[config.mk]
export PLATFORM = sky130hd
export DESIGN_NAME = mem_port_arbiter
export DESIGN_NICKNAME = d
export VERILOG_FILES = /design/src/rtl/gpu_mem_pkg.sv /design/src/rtl/rr_picker.sv /design/src/rtl/mem_port_arbiter.sv
export SDC_FILE = /design/constraint.sdc
export NUM_CORES = 1
export LEC_CHECK = 0
export BUFFER_PORTS_ARGS = -buffer_cell sky130_fd_sc_hd__buf_2
export CAP_MARGIN = 20
export CORE_AREA = 2 2 119 92
export CTS_CLUSTER_SIZE = 16
export DETAILED_ROUTE_END_ITERATION = 10
export DIE_AREA = 0 0 121 94
export GPL_TIMING_DRIVEN = 0
export PLACE_DENSITY = 0.71
export SLEW_MARGIN = 0
export SYNTH_ARGS = -nofsm -noshare
export SYNTH_HDL_FRONTEND = slang
export SYNTH_SLANG_ARGS = --single-unit
[constraint.sdc]
create_clock -name clk -period 2.3 [get_ports clk]
set_input_delay 0.46 -clock clk [delete_from_list [all_inputs] [get_ports clk]]
set_output_delay 0.46 -clock clk [all_outputs]
set_load 0.03 [all_outputs]
[src/rtl/gpu_mem_pkg.sv]
// Shared types for the global data-memory port arbiter.
package gpu_mem_pkg;

    typedef enum logic [1:0] {
        IDLE,
        READ_WAIT,
        WRITE_WAIT,
        RESPOND
    } arb_state_t;

endpackage

[src/rtl/rr_picker.sv]
// Round-robin pick: first requesting channel after i_last_grant, wrapping modulo CHANNELS.
module rr_picker #(
    parameter int CHANNELS = 4,
    parameter int IDX_BITS = $clog2(CHANNELS)
) (
    input  logic [CHANNELS-1:0] i_req,
    input  logic [IDX_BITS-1:0] i_last_grant,
    output logic                o_found,
    output logic [IDX_BITS-1:0] o_idx
);

    logic [IDX_BITS-1:0] w_cand;

    // NOTE: every always_comb output gets a default first, so no path can infer a latch.
    always_comb begin
        o_found = 1'b0;
        o_idx   = '0;
        w_cand  = '0;
        // Walk from the farthest offset down so the nearest requester overwrites the rest.
        for (int off = CHANNELS; off >= 1; off--) begin
            w_cand = IDX_BITS'((int'(i_last_grant) + off) % CHANNELS);
            if (i_req[w_cand]) begin
                o_found = 1'b1;
                o_idx   = w_cand;
            end
        end
    end

endmodule

[src/rtl/mem_port_arbiter.sv]
// Round-robin arbiter sharing one global data-memory port between CHANNELS requesters;
// a grant is held for one complete read or write transaction.
module mem_port_arbiter
    import gpu_mem_pkg::*;
#(
    parameter int ADDR_BITS = 8,
    parameter int DATA_BITS = 8,
    parameter int CHANNELS  = 4
) (
    input  logic                                 clk,
    input  logic                                 reset_n,

    input  logic [CHANNELS-1:0]                  req_read_valid,
    input  logic [CHANNELS-1:0][ADDR_BITS-1:0]   req_read_address,
    output logic [CHANNELS-1:0]                  req_read_ready,
    output logic [CHANNELS-1:0][DATA_BITS-1:0]   req_read_data,

    input  logic [CHANNELS-1:0]                  req_write_valid,
    input  logic [CHANNELS-1:0][ADDR_BITS-1:0]   req_write_address,
    input  logic [CHANNELS-1:0][DATA_BITS-1:0]   req_write_data,
    output logic [CHANNELS-1:0]                  req_write_ready,

    output logic                                 mem_read_valid,
    output logic [ADDR_BITS-1:0]                 mem_read_address,
    input  logic                                 mem_read_ready,
    input  logic [DATA_BITS-1:0]                 mem_read_data,

    output logic                                 mem_write_valid,
    output logic [ADDR_BITS-1:0]                 mem_write_address,
    output logic [DATA_BITS-1:0]                 mem_write_data,
    input  logic                                 mem_write_ready,

    output logic [$clog2(CHANNELS)-1:0]          grant,
    output logic                                 busy
);

    localparam int GW = $clog2(CHANNELS);

    arb_state_t           r_state;
    logic [GW-1:0]        r_grant;
    logic [GW-1:0]        r_last_grant;
    logic [ADDR_BITS-1:0] r_addr_q;
    logic [DATA_BITS-1:0] r_wdata_q;
    logic [DATA_BITS-1:0] r_rdata_q;
    logic                 r_is_read_q;
    logic                 r_mem_rd_valid;
    logic                 r_mem_wr_valid;
    logic                 r_resp_ready;

    logic [CHANNELS-1:0]  w_req;
    logic                 w_found;
    logic [GW-1:0]        w_idx;
    logic                 w_granted_valid;

    assign w_req           = req_read_valid | req_write_valid;
    assign w_granted_valid = r_is_read_q ? req_read_valid[r_grant] : req_write_valid[r_grant];

    rr_picker #(
        .CHANNELS (CHANNELS),
        .IDX_BITS (GW)
    ) u_picker (
        .i_req        (w_req),
        .i_last_grant (r_last_grant),
        .o_found      (w_found),
        .o_idx        (w_idx)
    );

    // NOTE: sequential state uses non-blocking assignments so every register sees pre-edge values.
    always_ff @(posedge clk or negedge reset_n) begin
        if (!reset_n) begin
            r_state        <= IDLE;
            r_grant        <= '0;
            r_last_grant   <= GW'(CHANNELS - 1);
            r_addr_q       <= '0;
            r_wdata_q      <= '0;
            r_rdata_q      <= '0;
            r_is_read_q    <= 1'b0;
            r_mem_rd_valid <= 1'b0;
            r_mem_wr_valid <= 1'b0;
            r_resp_ready   <= 1'b0;
        end else begin
            case (r_state)
                IDLE: begin
                    // A memory ready still high from the last op would complete a new one instantly.
                    if (w_found && !mem_read_ready && !mem_write_ready) begin
                        r_grant     <= w_idx;
                        r_is_read_q <= req_read_valid[w_idx];
                        if (req_read_valid[w_idx]) begin
                            r_addr_q       <= req_read_address[w_idx];
                            r_mem_rd_valid <= 1'b1;
                            r_state        <= READ_WAIT;
                        end else begin
                            r_addr_q       <= req_write_address[w_idx];
                            r_wdata_q      <= req_write_data[w_idx];
                            r_mem_wr_valid <= 1'b1;
                            r_state        <= WRITE_WAIT;
                        end
                    end
                end
                READ_WAIT: begin
                    if (mem_read_ready) begin
                        r_rdata_q      <= mem_read_data;
                        r_mem_rd_valid <= 1'b0;
                        r_resp_ready   <= 1'b1;
                        r_state        <= RESPOND;
                    end
                end
                WRITE_WAIT: begin
                    if (mem_write_ready) begin
                        r_mem_wr_valid <= 1'b0;
                        r_resp_ready   <= 1'b1;
                        r_state        <= RESPOND;
                    end
                end
                RESPOND: begin
                    if (!w_granted_valid) begin
                        r_resp_ready <= 1'b0;
                        r_rdata_q    <= '0;
                        r_last_grant <= r_grant;
                        r_state      <= IDLE;
                    end
                end
                default: r_state <= IDLE;
            endcase
        end
    end

    // Only the granted channel ever sees ready or data; all others read back zero.
    always_comb begin
        req_read_ready  = '0;
        req_write_ready = '0;
        req_read_data   = '0;
        for (int i = 0; i < CHANNELS; i++) begin
            if (r_resp_ready && (r_grant == GW'(i))) begin
                req_read_ready[i]  = r_is_read_q;
                req_write_ready[i] = !r_is_read_q;
                req_read_data[i]   = r_is_read_q ? r_rdata_q : '0;
            end
        end
    end

    assign mem_read_valid    = r_mem_rd_valid;
    assign mem_read_address  = r_addr_q;
    assign mem_write_valid   = r_mem_wr_valid;
    assign mem_write_address = r_addr_q;
    assign mem_write_data    = r_wdata_q;
    assign grant             = r_grant;
    assign busy              = (r_state != IDLE);

endmodule

Word-level counts from Yosys, hierarchy flattened
Index checks and enable logic that the tools add are counted.
- muxes and demuxes: 64
- divide/modulo/power cells: 0
- bitwise operators: 3
- equality and inequality tests: 12
- reduce and logical (&&, ||, !) cells: 24
- shift operators: 0
- multiply operators: 0
- $add $sub $neg: 4
- $lt $le $gt $ge: 6
- operators with widths (kind ; count):
    $mux 8 ; 11
    $bmux 8 s2 ; 3
    $mux 1 ; 29
    $lt 2x3->1 const B ; 6
    $mux 2 ; 9
    $pmux 8 s2 ; 1
    $reduce_and 4->1 ; 4
    $bmux 1 s2 ; 7
    $ne 2x2->1 const B ; 6
    $eq 2x2->1 const B ; 4
    $pmux 2 s4 ; 1
    $reduce_bool 2->1 ; 4
    $logic_and 1x1->1 ; 6
    $reduce_and 3->1 ; 2
    $add 2x1->2 const B ; 2
    $add 2x2->2 const B ; 2
    $eq 2x1->1 const B ; 2
    $logic_not 2->1 ; 2
    $or 4x4->4 ; 1
    $pmux 1 s2 ; 2
    $reduce_and 2->1 ; 2
    $logic_not 1->1 ; 3
    $pmux 1 s3 ; 1
    $reduce_bool 3->1 ; 1
    $not 1->1 ; 2
- register bits: 34
- output and inout bits: 69
- bits in read-only memories: 0
- bits in writable memories: 0
- memories: 0
- latch bits: 0
- bits of input ports: 116

Logic depth before layout (Yosys ltp)
Gate-level depths: netlist of run 1.
- depth after elaboration: 12
- depth in mapped cells: 9

Cells and area by module
Synthesis of run 1 repeated with hierarchy kept, for this count alone.
- cell total of the unflattened synthesis: 257
- area, all modules: 2830.2 µm²
- modules (own cells, without submodules) (module ; cells each ; times used ; area an instance (µm²) ; sequential area each (µm²)):
    mem_port_arbiter ; 243 ; 1 ; 2738.9 ; 853.3
    rr_picker ; 14 ; 1 ; 91.3 ; 0.0

Worst setup path after synthesis of run 1
No wires, ideal clock.
- path kind: register to output
- start point: reg r_grant[0] (netlist: grant[0])
- end point: out req_read_data[10] (netlist name)
- required time: 1.840 ns
- buffers on the path: 2
- cell stages (with the launch flop): 5
- slack: -0.085 ns
- arrival: 1.925 ns
- cells stage by stage: dfrtp_1 > clkbuf_1 > nand2_1 > clkbuf_1 > nor3_1
- RTL lines (element ; RTL line ; source):
    start: declaration ; mem_port_arbiter.sv:40 ; logic [GW-1:0] r_grant;
    start signal: assignment ; mem_port_arbiter.sv:86 ; r_grant <= w_idx;
    end: declaration ; mem_port_arbiter.sv:16 ; output logic [CHANNELS-1:0][DATA_BITS-1:0] req_read_data,

Worst setup path in the final report of run 1
- start point: in req_write_valid[0]
- end point: reg r_wdata_q[5] (netlist: mem_write_data[5])
- longest elaborated chain between the ends: 11
- ends and longest elaborated chain (element ; RTL line ; source):
    start: declaration ; mem_port_arbiter.sv:18 ; input logic [CHANNELS-1:0] req_write_valid,
    $or 4x4->4 * ; mem_port_arbiter.sv:55 ; assign w_req = req_read_valid | req_write_valid;
    $bmux 1 s2 ; rr_picker.sv:22 ; if (i_req[w_cand]) begin
    $mux 1 (implied by the code) ; rr_picker.sv:22 ;
    $mux 2 (4 in a row) ; rr_picker.sv:22 ;
    $bmux 1 s2 ; mem_port_arbiter.sv:88 ; if (req_read_valid[w_idx]) begin
    $mux 1 (implied by the code) ; mem_port_arbiter.sv:88 ;
    $not 1->1 (no source line) ; -- ;
    $reduce_and 3->1 (no source line) ; -- ;
    end signal: assignment ; mem_port_arbiter.sv:94 ; r_wdata_q <= req_write_data[w_idx];
    end: declaration ; mem_port_arbiter.sv:43 ; logic [DATA_BITS-1:0] r_wdata_q;
Every way passes the cells marked *; elsewhere a longest branch is shown, timed or not. The select of a mux whose other input is x is not followed.
A chain may end at the register's enable or synchronous reset.

==> impl_metrics.json, run 1 <==
{
  "synth_compound_area_share_pct": 23.5,
  "synth_fa_ha_area_share_pct": 2.07,
  "syn_inst": 371,
  "dieArea_um2": 11400,
  "cp_slowest_stage_delay_ps": 360,
  "cts_tree": "done",
  "initial_utilization_pct": 29.8,
  "grt_usage_pct": 19.3,
  "fillCellCount": 1017,
  "rsz0062_at_grt": "true",
  "clk_latency_ps": 290,
  "arrival_ps": 2440,
  "worstPathMaxFanout": 9,
  "io_buffers": 184,
  "antenna_found_initial": 0,
  "drtIter0Drc": 201,
  "cts_root_buf": "clkbuf_16",
  "intPower_w": 0.00273,
  "dp_cells": 691,
  "synth-edff-count": 0,
  "synth.distinct_cells": 48,
  "async_flop_share_pct": 100,
  "die_w_um": 121,
  "regArea_um2": 855,
  "fin_nets": 686,
  "startpoint_type": "input port",
  "layout-drive-gt1-share_pct": 46.1,
  "peakVddDrop_mv": 0.477,
  "yosysTopAreaCellShare_pct": 26.5,
  "cts_inserted_buffers": 5,
  "clockPowerShare_pct": 12.1,
  "synth.area.mux_share_pct": 12.5,
  "fmax_ghz": 0.446,
  "synth_top_family_by_area": "compound AO/OA/AOI/OAI gates",
  "setup-tns-final_ps": 0,
  "power.leakage_nw": 2.20,
  "synth_top_area_cell": "dfrtp_1",
  "cts_max_level": 2,
  "post-route-period-util_pct": 97.5,
  "slew_violations": 0,
  "period_needed_ps": 2240,
  "swShare_pct": 52.5,
  "wl_per_cell_um": 16.5,
  "ff2ff_setup_slack_ps": 60,
  "hold_viol": 0,
  "multiInputGateArea_um2": 2020,
  "switching_power_w": 0.00302,
  "drtPass1Iterations": 5,
  "cp_cell_sequence": "buf_2 > nor4_4 > nand3b_1 > nor2b_1 > buf_2 > mux2_1 > o22a_1 > buf_6 > o31ai_2",
  "ant_nets": 0,
  "p_total_w": 0.00574,
  "cp_slowest_cell": "mux2_1",
  "pwr-share-seq_pct": 19.6,
  "finClkSkew_ps": 5.39,
  "seq_area_frac_synth_pct": 28.3,
  "grt_pass1_vias": 3603,
  "synthSimpleGateAreaFrac_pct": 23.4,
  "final-setup-viol-count": 0,
  "cts.sinks": 34,
  "synth_nets": 492,
  "die_h_um": 94,
  "grt-ovfl-total": 0,
  "clk_pin_slew_ps": 60,
  "maxSlewHeadroom_pct": 47.2,
  "synth.avg_cell_area_um2": 8.13,
  "pwr_density_cell_nw_per_um2": 1280,
  "syn-cell-area_um2": 3020,
  "core_area_um2": 10100,
  "dpl.hpwl_um": 8800,
  "hold_buffers": 0,
  "clockBufferDepth": 2,
  "min_path_type": "input port to asynchronous set/reset pin",
  "power.share.combinational_pct": 68.4,
  "row_count": 32,
  "synth_xor_area_share_pct": 0,
  "viasPerCell": 5.22,
  "final_cells": 702,
  "vias": 3662,
  "end_kind": "flip-flop",
  "ys_ff_latch": 34,
  "status": "finished, final reports clean",
  "crit_path_frequent_cell": "buf_2",
  "place_area_um2": 4110,
  "tightest_slew_ps": 792,
  "gp_congestion": 0.847,
  "diodes": 0,
  "synth.area.top_cells": "dfrtp_1 27%, mux2i_1 8.6%, nor3_1 7.1%, nor2_1 4.2%, a211oi_1 4.0%",
  "pin_count": 185,
  "wl_um": 11600,
  "yosysWarnings": 0,
  "drc": 0,
  "cp.required_ps": 2500,
  "grt_max_degree": 35,
  "criticalPathCategory": "input port to flip-flop",
  "synthFlopType": "dfrtp_1",
  "stdcell_area_um2": 4490,
  "grt_first_pass_wirelength_um": 17500,
  "syn_to_final_growth_pct": 48.7,
  "maxCapViolCount": 0
}
## final cells by class
cell class / count / area share, %
Multi-Input combinational cell: 270 / 45.1
Timing Repair Buffer: 190 / 21.5
Sequential cell: 34 / 19.0
Buffer: 38 / 4.99
Tap cell: 136 / 3.79
Clock buffer: 6 / 3.10
Inverter: 26 / 2.18
Clock inverter: 2 / 0.279
## state kept, by name, indices dropped and copies added (netlist names)
| signal | cells |
|---|---|
| grant | 2 |
| mem_read_address | 8 |
| mem_read_valid | 1 |
| mem_write_data | 8 |
| mem_write_valid | 1 |
| r_is_read_q | 1 |
| r_last_grant | 2 |
| r_rdata_q | 8 |
| r_resp_ready | 1 |
| r_state | 2 |
## power by group through the flow
| stage | Sequential [W] | Combinational [W] | Clock [W] |
|---|---|---|---|
| after floorplan | 0.00138 | 0.00236 | 0 |
| after global placement | 0.00107 | 0.00360 | 0 |
| after detailed placement | 0.00109 | 0.00368 | 0 |
| after CTS | 0.00110 | 0.00374 | 0.000699 |
| after global routing | 0.00117 | 0.00423 | 0.000725 |
| final | 0.00112 | 0.00393 | 0.000692 |
## synth_stat cells, drive strengths merged, types with 4 or more instances
cell	count
a211oi	16
dfrtp	32
ha	5
a31oi	9
nor2	34
o32ai	9
mux2i	28
buf	22
nand2	9
nand3b	9
nor4	11
o31ai	11
nand2b	7
and3	16
a21oi	12
o21ai	14
inv	26
o221ai	9
mux2	4
nor3	43
clkbuf	19
## metal layers
metal	routed length, µm	GRT usage, %	up-vias
met3	776	4.13	20
met5	0	0	-
met1	5010	24.9	1725
met4	238	4.26	0
li1	-	-	1762
met2	5570	33.1	155
## worst max-delay path, delay by kind of cell
kind,cells,cell delay (ps)
mux,1,360
buf+inv,3,510
compound gates,2,450
simple gates,3,660
## worst paths after layout
kind                                              from                         endpoint  cells past startpoint
min reg2reg                mem_write_valid$_DFFE_PN0P_      mem_write_valid$_DFFE_PN0P_                      2
max                                 req_write_valid[0]    mem_write_data[5]$_DFFE_PN0P_                      9
min in group clk                      mem_read_data[5]         r_rdata_q[5]$_DFFE_PN0P_                      3
max reg2reg                r_last_grant[0]$_DFFE_PN1P_    mem_write_data[5]$_DFFE_PN0P_                      8
max in group asynchronous                      reset_n             grant[0]$_DFFE_PN0P_                      1
min                                            reset_n  mem_read_address[5]$_DFFE_PN0P_                      1
## stage by stage
step / hold slack, ps / setup slack, ps / utilization (%)
floorplan: 164 / -85.3 / -
global route: 327 / -57.6 / 44.3
finish: 247 / 56.8 / 44.3
CTS: 281 / -11.6 / 42.7
global placement: 504 / -437 / 40.6
detailed placement: 512 / -504 / 40.6
## logic make-up (layout without fill, tap and decap cells)
| logic type | after synthesis | count (layout) |
|---|---|---|
| DFF | 34 | 34 |
| buffers and inverters | 67 | 262 |
| adders and majority gates | 5 | 5 |
| and+or+nand+nor | 137 | 137 |
| muxes | 34 | 34 |
| AOI/OAI and AO/OA | 94 | 94 |
## what timing repair did
item	in CTS	in global routing
resized for setup	15	32
pin swaps	0	1
setup endpoints to repair	50	49
setup buffers	1	5
## cell usage in the layout, fill, tap and decap left out, types with 3 or more instances in the layout
master | synthesis | final
o21ai_1 | 13 | 11
clkbuf_2 | 0 | 5
mux2i_1 | 26 | 25
nand3b_1 | 9 | 9
dfrtp_1 | 32 | 31
nor4_4 | 0 | 3
nor4_1 | 11 | 8
mux2_1 | 4 | 4
a31oi_1 | 9 | 9
inv_1 | 25 | 25
ha_1 | 5 | 5
o221ai_1 | 9 | 9
nor3_1 | 43 | 43
nor2_1 | 34 | 32
o31ai_2 | 8 | 8
clkbuf_1 | 19 | 11
a211oi_1 | 16 | 16
buf_4 | 8 | 14
o32ai_1 | 9 | 9
or2_1 | 3 | 3
nand2_1 | 9 | 8
clkbuf_16 | 0 | 5
buf_2 | 9 | 193
and3_1 | 16 | 16
a21oi_1 | 11 | 11
nand2b_1 | 7 | 6
(Power assumes the default switching activity.)
==> inputs of run 2 (changes only) <==
- CORE_AREA: 2 2 119 92 -> 2 2 104 81
- DIE_AREA: 0 0 121 94 -> 0 0 106 83
- PLACE_DENSITY: 0.71 -> 0.86
==> run 2 against run 1 <==
Count of clock-buffer cells in the layout rose by 1. Largest cell class unchanged. Clock power fell by 33%. Register-to-register slack got worse by 20 ps. Global-route usage rose by 5.1 points. Critical path depth fell by 1. Sequential share of layout area rose by 0.56 points. Maximum frequency fell by 1.1%.
==> impl_metrics.json, run 2 (synthesized netlist as in run 1, its figures left out) <==
{
  "grt_usage_pct": 24.3,
  "cts_max_level": 2,
  "power.leakage_nw": 2.18,
  "wl_met1_um": 4750,
  "pwr_density_cell_nw_per_um2": 1270,
  "pin_count": 185,
  "finClkSkew_ps": 3.60,
  "criticalPathCategory": "flip-flop to flip-flop",
  "fin_nets": 687,
  "most-common-layout-cells": "193 x buf_2, 43 x nor3_1, 32 x nor2_1, 31 x dfrtp_1, 26 x mux2i_1",
  "drtIter0Drc": 379,
  "arrival_ps": 2470,
  "initial_utilization_pct": 39.0,
  "layout-drive-gt1-share_pct": 46.2,
  "dpl.hpwl_um": 8690,
  "crit_path_frequent_cell": "buf_6",
  "clockPowerShare_pct": 8.4,
  "wl_um": 11500,
  "cp.required_ps": 2510,
  "clk_latency_ps": 290,
  "dieArea_um2": 8800,
  "power.share.combinational_pct": 71.4,
  "drc": 0,
  "grt_max_degree": 35,
  "diodes": 0,
  "period_needed_ps": 2270,
  "gp_congestion": 0.933,
  "setup-tns-final_ps": 0,
  "cp_slowest_stage_delay_ps": 570,
  "antenna_found_initial": 0,
  "vias": 3791,
  "hold_viol": 0,
  "maxCapViolCount": 0,
  "cp_slowest_cell": "dfstp_2",
  "swShare_pct": 54.0,
  "end_kind": "flip-flop",
  "row_count": 28,
  "final-setup-viol-count": 0,
  "die_h_um": 83,
  "final_core_util_pct": 56.3,
  "viasPerCell": 5.64,
  "peakVddDrop_mv": 0.505,
  "min_path_type": "input port to asynchronous set/reset pin",
  "core_area_um2": 7740,
  "cts.sinks": 34,
  "grt_pass1_vias": 3535,
  "cts_inserted_buffers": 5,
  "critPathBufInv": 2,
  "slew_violations": 0,
  "hold_buffers": 0,
  "startpoint_type": "flip-flop",
  "fillCellCount": 699,
  "cp_cell_sequence": "o21ai_1 > o2111ai_1 > o21ai_4 > or2_1 > buf_6 > o22a_1 > buf_6 > o31ai_2",
  "switching_power_w": 0.00299,
  "worstPathMaxFanout": 10,
  "grt-ovfl-total": 0,
  "die_w_um": 106,
  "clk_pin_slew_ps": 70,
  "status": "finished, final reports clean",
  "mostFrequentLayoutCell": "buf_2",
  "ant_nets": 0,
  "pwr-share-seq_pct": 20.2,
  "io_buffers": 184,
  "maxSlewHeadroom_pct": 48.5,
  "cts_tree": "done",
  "wl_met2_um": 5440,
  "syn_to_final_growth_pct": 44.4,
  "wl_met3_um": 1030,
  "timing.critical_path.max_delay_family": "compound AO/OA/AOI/OAI gates",
  "p_total_w": 0.00553,
  "wl_per_cell_um": 17.1,
  "cts_root_buf": "clkbuf_8",
  "intPower_w": 0.00254,
  "tightest_slew_ps": 773,
  "drtPass1Iterations": 5,
  "fmax_ghz": 0.441,
  "post-route-period-util_pct": 98.6,
  "top_layer": "met4",
  "grt_first_pass_wirelength_um": 17500,
  "clockBufferDepth": 2
}
[run 2: path summary, 6_finish.rpt]
path                                             startpoint  slack, ps                             to  cells past startpoint
max in group asynchronous                           reset_n       1520           grant[0]$_DFFE_PN0P_                      1
worst max register to register  r_last_grant[0]$_DFFE_PN1P_         30  mem_write_data[1]$_DFFE_PN0P_                      8
worst max-delay path            r_last_grant[0]$_DFFE_PN1P_         30  mem_write_data[1]$_DFFE_PN0P_                      8
min in group clk                           mem_read_data[6]        410       r_rdata_q[6]$_DFFE_PN0P_                      3
worst min register to register  mem_write_valid$_DFFE_PN0P_        560    mem_write_valid$_DFFE_PN0P_                      2
worst min-delay path                                reset_n        240       r_rdata_q[3]$_DFFE_PN0P_                      1
[run 2: power by group through the flow]
stage	Sequential [W]	Combinational, W	Clock (W)
2_1_floorplan	0.00138	0.00236	0
3_3_place_gp	0.00107	0.00357	0
3_5_place_dp	0.00109	0.00368	0
4_1_cts	0.00110	0.00372	0.000465
5_1_grt	0.00116	0.00423	0.000503
6_report	0.00112	0.00395	0.000462
[run 2: final cells by class]
class / count / area [µm²] / share of cell area [%]
sequential: 34 / 855 / 19.6
clock buffer: 7 / 86.3 / 1.98
multi-input combinational: 270 / 1980 / 45.5
clock inverter: 1 / 5.00 / 0.115
timing repair buffer: 191 / 973 / 22.3
inverter: 26 / 97.6 / 2.24
buffer: 38 / 226 / 5.20
tap: 105 / 131 / 3.01
[run 2: timing repair]
item                                   CTS  global route
buffers inserted                         2             5
setup endpoints to repair               50            44
pin swaps                                0             1
endpoints found under the hold margin    0             0
gates resized for setup                 11            33
[run 2: stage by stage]
step	hold WS [ps]	setup slack (ps)	instance area (µm²)	std cells
3_5_place_dp	527	-494	4070	660
5_1_grt	289	-73.9	4360	672
6_report	236	33.0	4360	672
4_1_cts	262	-47.7	4200	669
2_1_floorplan	164	-85.3	3020	371
3_3_place_gp	493	-440	4070	660
[run 2: per-layer routing]
metal / vias to the layer above / GRT usage (%)
li1: 1763 / -
met1: 1756 / 33.1
met2: 236 / 39.9
met3: 36 / 4.24
met4: 0 / 6.58
met5: - / 0
==> inputs of run 3 (changes only) <==
- RECOVER_POWER: not set -> 25
==> run 3 against run 2 <==
The run now ends with max-capacitance violations, max-slew violations left. Setup slack got worse by 0.95 ps. Register-to-register slack barely moved. Clock skew rose by 4.0 ps. Sequential power about the same. Maximum frequency hardly changed. Wire length up 0.38%. Critical endpoint unchanged. Largest power group unchanged. Highest routed layer unchanged.
==> impl_metrics.json, run 3 (synthesized netlist as in run 1, its figures left out) <==
{
  "status": "finished, violations left",
  "failed_checks": "max-capacitance violations, max-slew violations",
  "maxSlewHeadroom_pct": -23.1,
  "dp_slack_ps": -494,
  "cp_slowest_cell": "dfstp_2",
  "grt_pass1_vias": 3535,
  "fmax_ghz": 0.441,
  "dieArea_um2": 8800,
  "cts_tree": "done",
  "hold_viol": 0,
  "crit_path_frequent_cell": "buf_6",
  "mostFrequentLayoutCell": "buf_2",
  "io_buffers": 184,
  "min_path_type": "input port to flip-flop",
  "wl_per_cell_um": 17.2,
  "criticalPathCategory": "flip-flop to flip-flop",
  "die_h_um": 83,
  "maxCapViolCount": 1,
  "diodes": 0,
  "viasPerCell": 5.69,
  "period_needed_ps": 2270,
  "gp_congestion": 0.933,
  "end_kind": "flip-flop",
  "timing.critical_path.max_delay_family": "compound AO/OA/AOI/OAI gates",
  "die_w_um": 106,
  "most-common-layout-cells": "192 x buf_2, 43 x nor3_1, 32 x nor2_1, 31 x dfrtp_1, 26 x mux2i_1",
  "peakVddDrop_mv": 0.505,
  "slew_violations": 35,
  "core_area_um2": 7740,
  "use_met3_pct": 4.24,
  "cts_inserted_buffers": 5,
  "fin_nets": 687,
  "clockBufferDepth": 2,
  "critPathBufInv": 2,
  "cp_slowest_stage_delay_ps": 570,
  "drc": 0,
  "worstPathMaxFanout": 10,
  "grt_util_met2_pct": 39.9,
  "syn_to_final_growth_pct": 44.4,
  "grt.met1_usage_pct": 33.1,
  "setup-tns-final_ps": 0,
  "post-route-period-util_pct": 98.6,
  "fin_hold_ws_ps": 412,
  "initial_utilization_pct": 39.0,
  "cp_cell_sequence": "o21ai_1 > o2111ai_1 > o21ai_4 > or2_1 > buf_6 > o22a_1 > buf_6 > o31ai_2",
  "ant_nets": 0,
  "antenna_found_initial": 0,
  "pwr_density_cell_nw_per_um2": 1270,
  "layout-drive-gt1-share_pct": 46.0,
  "wl_um": 11600,
  "cts_root_buf": "clkbuf_8",
  "grt_max_degree": 35,
  "arrival_ps": 2470,
  "row_count": 28,
  "hold_buffers": 0,
  "finClkSkew_ps": 7.63,
  "clk_latency_ps": 290,
  "grt_first_pass_wirelength_um": 17500,
  "final-setup-viol-count": 0,
  "startpoint_type": "flip-flop",
  "grt_usage_pct": 24.3,
  "drtPass1Iterations": 5,
  "drtIter0Drc": 309,
  "pin_count": 185,
  "cts_max_level": 2,
  "vias": 3823,
  "fin_ws_ps": 32.1,
  "dpl.hpwl_um": 8690,
  "cp.required_ps": 2510,
  "top_usage_layer": "met2",
  "grt-ovfl-total": 0,
  "cts.sinks": 34,
  "tightest_slew_ps": 1850,
  "power.leakage_nw": 2.18,
  "clk_pin_slew_ps": 70
}
## run 3: final cells by class
cell class | count | area, µm²
buffer | 38 | 226
tap | 105 | 131
multi-input combinational | 270 | 1980
timing repair buffer | 191 | 972
clock buffer | 7 | 86.3
sequential | 34 | 855
inverter | 26 | 97.6
fill | 700 | 3380
clock inverter | 1 | 5.00
## run 3: power by group
group          leakage, nW  internal, W  switching [W]  total (W)
sequential           0.409     0.000896       0.000221    0.00112
combinational         1.72      0.00140        0.00254    0.00395
clock               0.0482     0.000241       0.000220   0.000461
total                 2.18      0.00254        0.00298    0.00553
## run 3: path summary, 6_finish.rpt
path | start | to | slack, ps | cells past startpoint
setup / recovery | r_last_grant[0]$_DFFE_PN1P_ | mem_write_data[1]$_DFFE_PN0P_ | 30 | 8
hold / removal | mem_read_data[6] | r_rdata_q[6]$_DFFE_PN0P_ | 410 | 3
setup reg to reg | r_last_grant[0]$_DFFE_PN1P_ | mem_write_data[1]$_DFFE_PN0P_ | 30 | 8
hold reg to reg | mem_write_valid$_DFFE_PN0P_ | mem_write_valid$_DFFE_PN0P_ | 560 | 2
max in group asynchronous | reset_n | grant[0]$_DFFE_PN0P_ | 430 | 1
min in group asynchronous | reset_n | r_rdata_q[3]$_DFFE_PN0P_ | 670 | 1
## run 3: worst reg2reg max path, stage by stage (launching register included)
cell and delay (ps):
dfstp_2 570, o21ai_1 120, o2111ai_1 370, o21ai_4 180
or2_1 260, buf_6 150, o22a_1 170, buf_6 150
o31ai_2 230
## run 3: per-stage QoR
step | util, % | std cells | power (W) | instance area (µm²)
after global routing | 56.3 | 672 | 0.00589 | 4360
after floorplan | - | 371 | 0.00373 | 3020
final | 56.3 | 672 | 0.00553 | 4360
after detailed placement | 52.6 | 660 | 0.00476 | 4070
after CTS | 54.3 | 669 | 0.00528 | 4200
after global placement | 52.6 | 660 | 0.00464 | 4070
## run 3: timing repair
item	4_1_cts	5_1_grt
endpoints found under the setup margin	50	44
pin swaps	0	1
buffers inserted	2	5
resized for setup	11	33
gates cloned	0	0
## run 3: layer usage
| layer | wire [µm] | vias to the layer above |
|---|---|---|
| li1 | - | 1767 |
| met1 | 4820 | 1795 |
| met2 | 5460 | 227 |
| met3 | 1010 | 34 |
| met4 | 260 | 0 |
| met5 | 0 | - |
